$ cat src/rtl/dmem_mmio_pkg.sv
// dmem_mmio shared definitions: MMIO base, register offsets, STATUS bits.
// Optional MMIO_CYCCNT_EN adds the CYCCNT counter register.
package dmem_mmio_pkg;

  localparam logic [31:0] MMIO_BASE = 32'h8000_0000;

  localparam logic [3:0] OFS_GPIO   = 4'h0;
  localparam logic [3:0] OFS_TXDATA = 4'h4;
  localparam logic [3:0] OFS_STATUS = 4'h8;
  localparam logic [3:0] OFS_CYCCNT = 4'hC;

  localparam int ST_FULL  = 0;
  localparam int ST_EMPTY = 1;
  localparam int ST_OVF   = 2;

  function automatic logic isMmio(
    input logic [31:0] addr
  );
    return (addr & MMIO_BASE) != 32'h0;
  endfunction

  function automatic logic [3:0] regOfs(
    input logic [31:0] addr
  );
    return {addr[3:2], 2'b00};
  endfunction

endpackage

$ cat src/rtl/dmem_mmio_if.sv
// Core-side data bus and TX drain port of dmem_mmio.
// Field names follow the core's Memory-stage signal names.
interface dmem_mmio_if;

  logic        we;
  logic [31:0] a;
  logic [31:0] wd;
  logic [31:0] rd;
  logic [31:0] gpio_out;
  logic        tx_valid;
  logic [31:0] tx_data;
  logic        tx_ready;

  modport master (
    output we, a, wd, tx_ready,
    input  rd, gpio_out, tx_valid, tx_data
  );

  modport slave (
    input  we, a, wd, tx_ready,
    output rd, gpio_out, tx_valid, tx_data
  );

endinterface

$ cat src/rtl/dmem_mmio_tx_fifo.sv
// Circular transmit FIFO with occupancy count and sticky overflow.
// A push is accepted when full only if a pop frees the slot on that edge.
module tx_fifo #(
  parameter  int DEPTH = 4,
  parameter  int WIDTH = 32,
  localparam int PW    = $clog2(DEPTH),
  localparam int CW    = PW + 1
) (
  input  logic             clk,
  input  logic             reset,
  input  logic             push,
  input  logic [WIDTH-1:0] wdata,
  output logic             full,
  input  logic             pop,
  output logic [WIDTH-1:0] rdata,
  output logic             empty,
  output logic [CW-1:0]    count,
  input  logic             ovfClr,
  output logic             overflow
);

  logic [WIDTH-1:0] q [DEPTH];
  logic [PW-1:0]    head;
  logic [PW-1:0]    tail;
  logic             doPop;
  logic             doPush;
  logic             drop;

  assign full   = count == CW'(DEPTH);
  assign empty  = count == '0;
  assign rdata  = q[head];
  assign doPop  = pop && !empty;
  assign doPush = push && (!full || doPop);
  assign drop   = push && full && !doPop;

  always_ff @(posedge clk) begin
    if (doPush) q[tail] <= wdata;
  end

  always_ff @(posedge clk or posedge reset) begin
    if (reset) begin
      head     <= '0;
      tail     <= '0;
      count    <= '0;
      overflow <= 1'b0;
    end else begin
      if (doPop)  head <= head + PW'(1);
      if (doPush) tail <= tail + PW'(1);
      if (doPush && !doPop) count <= count + CW'(1);
      if (doPop && !doPush) count <= count - CW'(1);
      // a fresh drop wins over a clear on the same edge
      overflow <= (overflow && !ovfClr) || drop;
    end
  end

endmodule

$ cat src/rtl/dmem_mmio.sv
// Data RAM plus MMIO (GPIO, TX FIFO, STATUS, CYCCNT) behind the Memory stage.
// Define MMIO_CYCCNT_EN to build the free-running CYCCNT counter.
module dmem_mmio
  import dmem_mmio_pkg::*;
#(
  parameter  int RAM_WORDS = 64,
  parameter  int TXQ_DEPTH = 4,
  localparam int AW = $clog2(RAM_WORDS),
  localparam int CW = $clog2(TXQ_DEPTH) + 1
) (
  input logic         clk,
  input logic         reset,
  dmem_mmio_if.slave  bus
);

  logic [31:0]   mem [RAM_WORDS];
  logic [AW-1:0] idx;
  logic          mmio;
  logic [3:0]    ofs;
  logic          selGpio;
  logic          selTx;
  logic          selSt;
  logic          selCyc;
  logic [31:0]   gpio;
  logic [31:0]   status;
  logic [31:0]   cycVal;
  logic [31:0]   rdMux;
  logic          full;
  logic          empty;
  logic          ovf;
  logic [CW-1:0] count;

  assign idx     = bus.a[AW+1:2];
  assign mmio    = isMmio(bus.a);
  assign ofs     = regOfs(bus.a);
  assign selGpio = mmio && ofs == OFS_GPIO;
  assign selTx   = mmio && ofs == OFS_TXDATA;
  assign selSt   = mmio && ofs == OFS_STATUS;
  assign selCyc  = mmio && ofs == OFS_CYCCNT;

  logic unusedAddr;
  assign unusedAddr = ^{bus.a[30:AW+2], bus.a[1:0]};

  always_ff @(posedge clk) begin
    if (bus.we && !mmio && !reset) mem[idx] <= bus.wd;
  end

  always_ff @(posedge clk or posedge reset) begin
    if (reset) gpio <= '0;
    else if (bus.we && selGpio) gpio <= bus.wd;
  end

  tx_fifo #(
    .DEPTH (TXQ_DEPTH),
    .WIDTH (32)
  ) u_txq (
    .clk      (clk),
    .reset    (reset),
    .push     (bus.we && selTx),
    .wdata    (bus.wd),
    .full     (full),
    .pop      (bus.tx_ready),
    .rdata    (bus.tx_data),
    .empty    (empty),
    .count    (count),
    .ovfClr   (bus.we && selSt && bus.wd[ST_OVF]),
    .overflow (ovf)
  );

`ifdef MMIO_CYCCNT_EN
  logic [31:0] cyc;

  always_ff @(posedge clk or posedge reset) begin
    if (reset) cyc <= '0;
    else if (bus.we && selCyc) cyc <= '0;
    else cyc <= cyc + 32'd1;
  end

  assign cycVal = cyc;
`else
  assign cycVal = '0;
`endif

  always_comb begin
    status           = '0;
    status[ST_FULL]  = full;
    status[ST_EMPTY] = empty;
    status[ST_OVF]   = ovf;
  end

  always_comb begin
    rdMux = '0;
    unique case (1'b1)
      !mmio:   rdMux = mem[idx];
      selGpio: rdMux = gpio;
      selTx:   rdMux = 32'(count);
      selSt:   rdMux = status;
      selCyc:  rdMux = cycVal;
      default: rdMux = '0;
    endcase
  end

  assign bus.rd       = rdMux;
  assign bus.gpio_out = gpio;
  assign bus.tx_valid = !empty;

endmodule

$ cat src/flat_wrapper.sv
// flat-port wrapper written by rule: the top's interface ports become plain ports
module dmem_mmio_flat import dmem_mmio_pkg::*;
#(
  parameter  int RAM_WORDS = 64,
  parameter  int TXQ_DEPTH = 4,
  localparam int AW = $clog2(RAM_WORDS),
  localparam int CW = $clog2(TXQ_DEPTH) + 1
)
  (clk, reset, bus_we, bus_a, bus_wd, bus_tx_ready, bus_rd, bus_gpio_out, bus_tx_valid, bus_tx_data);
  dmem_mmio_if bus_i ();
  input logic clk;
  input logic reset;
  input wire logic [$bits(bus_i.we)-1:0] bus_we;
  input wire logic [$bits(bus_i.a)-1:0] bus_a;
  input wire logic [$bits(bus_i.wd)-1:0] bus_wd;
  input wire logic [$bits(bus_i.tx_ready)-1:0] bus_tx_ready;
  output wire logic [$bits(bus_i.rd)-1:0] bus_rd;
  output wire logic [$bits(bus_i.gpio_out)-1:0] bus_gpio_out;
  output wire logic [$bits(bus_i.tx_valid)-1:0] bus_tx_valid;
  output wire logic [$bits(bus_i.tx_data)-1:0] bus_tx_data;
  assign bus_i.we = bus_we;
  assign bus_i.a = bus_a;
  assign bus_i.wd = bus_wd;
  assign bus_i.tx_ready = bus_tx_ready;
  assign bus_rd = bus_i.rd;
  assign bus_gpio_out = bus_i.gpio_out;
  assign bus_tx_valid = bus_i.tx_valid;
  assign bus_tx_data = bus_i.tx_data;
  dmem_mmio #(.RAM_WORDS(RAM_WORDS), .TXQ_DEPTH(TXQ_DEPTH)) u_core (.clk(clk), .reset(reset), .bus(bus_i));
endmodule
$ cat config.mk
export PLATFORM = sky130hd
export DESIGN_NAME = dmem_mmio_flat
export DESIGN_NICKNAME = d
export VERILOG_FILES = /design/src/rtl/dmem_mmio_pkg.sv /design/src/rtl/dmem_mmio_if.sv /design/src/rtl/dmem_mmio_tx_fifo.sv /design/src/rtl/dmem_mmio.sv /design/src/flat_wrapper.sv
export SDC_FILE = /design/constraint.sdc
export NUM_CORES = 2
export LEC_CHECK = 0
export BUFFER_PORTS_ARGS = -buffer_cell sky130_fd_sc_hd__buf_2
export CAP_MARGIN = 15
export CORE_UTILIZATION = 62
export DETAILED_ROUTE_END_ITERATION = 7
export PLACE_DENSITY_LB_ADDON = 0.3
export SETUP_SLACK_MARGIN = 0.5
export SLEW_MARGIN = 20
export SYNTH_ARGS = -nofsm -noshare
export SYNTH_HDL_FRONTEND = slang
export SYNTH_SLANG_ARGS = --single-unit
$ cat constraint.sdc
create_clock -name clk -period 3.7 [get_ports clk]
set_input_delay 0.74 -clock clk [delete_from_list [all_inputs] [get_ports clk]]
set_output_delay 0.74 -clock clk [all_outputs]
set_load 0.01 [all_outputs]
==> impl_metrics.csv <==
group,metric,value,unit
status,status,"complete, but fails checks",
status,violations,"design-rule violations, negative setup slack",
yosys,avgSynthCellArea,22.3,um^2
power_and_ir_drop,power.density,523,nW/um^2
yosys,yosysWarnings,0,
yosys,synth-compound-area-share,0.0293,
grt,antenna_found_initial,13,
grt,grt_pass1_wl,357,mm
cts,cts_max_level,4,
drt,via_per_inst,7.42,
worst_setup_path,crit_top_cell,"buf_4",
yosys,synth_nets,3889,
grt,grt_max_degree,60,
yosys,synth_fa_ha_area_frac,0.000971,
yosys,synthTopCellsByCount,"edfxtp_1, mux4_2, mux2i_1, nor2_1, clkbuf_1",
worst_setup_path,crit_path_max_fanout,8,
yosys,async_flop_share,0.0181,
yosys,synth_area_leaders,"edfxtp_1, mux4_2, mux2i_1",
yosys,synth_top_area_share,0.769,
timing,finClkSkew,0.00772,ns
floorplanning,rows,135,
yosys,synth_top_family_by_area,"multiplexers",
floorplanning,dieHeight,372,um
worst_setup_path,crit_buf_inv,8,
yosys,ys.flop_type,"edfxtp_1",
yosys,ys_types,71,
yosys,ys_seq_area_frac,0.780,
worst_setup_path,critical_path.endpoint_type,"output pin",
cts,cts-root-buf,"clkbuf_16",
worst_setup_path,critPathKind,"input pin to output pin",
worst_setup_path,cp.arrival,3.11,ns
cts,clkTransAtPathRegs,0.06,ns
worst_setup_path,cp_num_cells,12,
grt,first_global_vias,47400,
timing,post-route-period-util,1.04,
cts,cts_hold_buf,0,
yosys,synth_mux_area_frac,0.157,
power_and_ir_drop,p_leak,34.2,nW
grt,grt_usage,0.381,
drt,wl_per_cell,41.4,um
cts,cts_buffers,209,
timing,layout_setup_ws,-0.151,ns
worst_setup_path,timing.reg2reg.setup_slack,1.24,ns
floorplanning,pin_count,165,
cells_and_area,syn_to_final_growth,22.7,%
yosys,synth-edff-count,2176,
timing,tns,-0.679,ns
worst_setup_path,slowest_delay,0.54,ns
drt,num_vias,49100,
worst_setup_path,worst_path_max_delay_cell,"a22oi_1",
cells_and_area,utilization,0.768,
cts,cts_tree,"done",
timing,grt_setup_unrepaired,"yes",
drt,drt_iter0_drc,8976,
worst_setup_path,crit_family,"buffers and inverters",
timing,slew-limit-headroom,0.180,
worst_setup_path,required,2.96,ns
cts,insertion_delay,0.83,ns
cells_and_area,instances_no_fill,6615,
power_and_ir_drop,vdd_drop_max,0.467,mV
floorplanning,die_area,139000,um^2
drt,drtPass1Iterations,8,
timing,finalHoldViolations,0,
worst_setup_path,startpoint_type,"input pin",
cells_and_area,drive_above_1_share,0.418,
timing,holdWs,0.292,ns
worst_setup_path,crit_path_cell_trace,"buf_6 -> buf_12 -> buf_4 -> nor3_4 -> buf_12 -> buf_4 -> buf_4 -> a22o_1 -> a22oi_1 -> a41oi_2 -> buf_4 -> buf_6",
cts,clockBufferDepth,3,
grt,grt_overflow_total,0,
yosys,synth-xor-area-share,0.000618,
timing,finalSetupViolCount,11,
yosys,yosys.area.top_type,"edfxtp_1",
floorplanning,die_w,372,um
cts,cts.sinks,2216,
yosys,synth_cells,3815,
place,portBuffers,139,
place,dp_hpwl,150,mm
min_path,hold_class,"input pin to flip-flop",
floorplanning,core_area,136000,um^2
timing,worst_slew_pin_slew,1.23,ns
min_path,hold_path_depth,1,
worst_setup_path,reg2regPathDepth,12,
drt,route.detailed.drc,1,
yosys,synthSimpleGateAreaFrac,0.0170,
cells_and_area,final_net_count,4726,
job,cap_violations,0,
floorplanning,start_util,0.626,
yosys,synth_most_common_cell,"edfxtp_1",
place,dp_cells,6070,
timing,finalMaxSlewViolations,0,
place,place_congestion,0.896,
drt,wirelength,274,mm
timing,min_period,3.85,ns
yosys,syn-cell-area,85000,um^2
yosys,synth-seq-cells,2216,
timing,max_freq,0.260,GHz
drt,drtAntennaViolNets,0,
[where the power goes]
part           total, W  switching (W)  leakage, nW  internal (W)
Sequential       0.0280       0.000204         20.0        0.0278
Combinational   0.00499        0.00279         10.9       0.00220
Clock            0.0216        0.00947         3.31        0.0122
Total            0.0546         0.0125         34.2        0.0421
[placed cells by master, fill, tap and decap left out, types with 11 or more instances in the layout]
master and count:
edfxtp_1 2176, mux4_2 506, buf_4 432, clkbuf_16 223
buf_12 147, mux2i_1 119, buf_2 110, buf_6 90
nand2_1 84, nor2_4 68, clkinv_1 49, a22oi_1 46
clkbuf_1 46, a21oi_1 45, dfrtp_1 39, mux2_2 36
a22oi_2 36, clkinv_2 36, a21oi_2 28, buf_8 27
buf_16 26, nor2_1 25, o22ai_1 24, bufinv_16 23
a221oi_2 21, mux2i_2 19, nand3_1 16, nor2b_1 11
o21ai_0 11
[timing repair]
action | 4_1_cts | 5_1_grt
resized for setup | 269 | 278
setup endpoints to repair | 64 | 32
buffers inserted | 52 | 75
cloned | 14 | 11
pin swaps | 51 | 112
[routing by layer]
metal,global-route usage,vias to the layer above,wire (um)
li1,-,17900,-
met1,0.503,24700,85900
met2,0.571,5350,126000
met3,0.114,1157,42200
met4,0.223,6,19900
met5,0,-,36
[cell families after synthesis]
group	after synthesis
muxes	692
AOI/OAI and AO/OA	358
DFF	2216
adders and majority gates	6
xor gates and xnor gates	6
buffers and inverters	230
and+or+nand+nor	307
[cell type report]
cell class | instances | area, um^2
tap | 1781 | 2230
sequential | 2216 | 66300
clock buffer | 261 | 5520
antenna | 3 | 7.51
timing repair buffer | 845 | 9210
fill | 6559 | 31500
multi-input combinational | 1369 | 19700
inverter | 11 | 47.5
clock inverter | 129 | 1280
[registers in the layout, summed over array words and instances, names as in the netlist]
signal / count
u_core.u_txq.q: 128
u_core.u_txq.overflow: 1
u_core.mem: 2048
u_core.u_txq.count: 3
u_core.u_txq.tail: 2
u_core.bus.gpio_out: 32
u_core.u_txq.head: 2
[final timing paths]
check                                                   from                                 end
hold reg to reg            u_core.u_txq.count[2]$_DFFE_PP0P_   u_core.u_txq.count[2]$_DFFE_PP0P_
setup reg to reg           u_core.u_txq.count[0]$_DFFE_PP0P_   u_core.u_txq.count[2]$_DFFE_PP0P_
setup / recovery                                    bus_a[6]                          bus_rd[16]
min in group asynchronous                              reset  u_core.bus.gpio_out[7]$_DFFE_PP0P_
max in group asynchronous                              reset    u_core.u_txq.head[0]$_DFFE_PP0N_
hold / removal                                    bus_wd[27]        u_core.mem[55][27]$_DFFE_PP_
[per-stage QoR]
stage | power, W | area, um^2 | setup slack [ns]
finish | 0.0546 | 104000 | -0.151
global route | 0.0557 | 104000 | -0.191
CTS | 0.0539 | 102000 | -0.0265
detailed placement | 0.0326 | 93100 | -0.444
global placement | 0.0325 | 93100 | -0.408
floorplan | 0.0305 | 85400 | 0.235
Note: power is estimated with default switching activity, not from simulation.
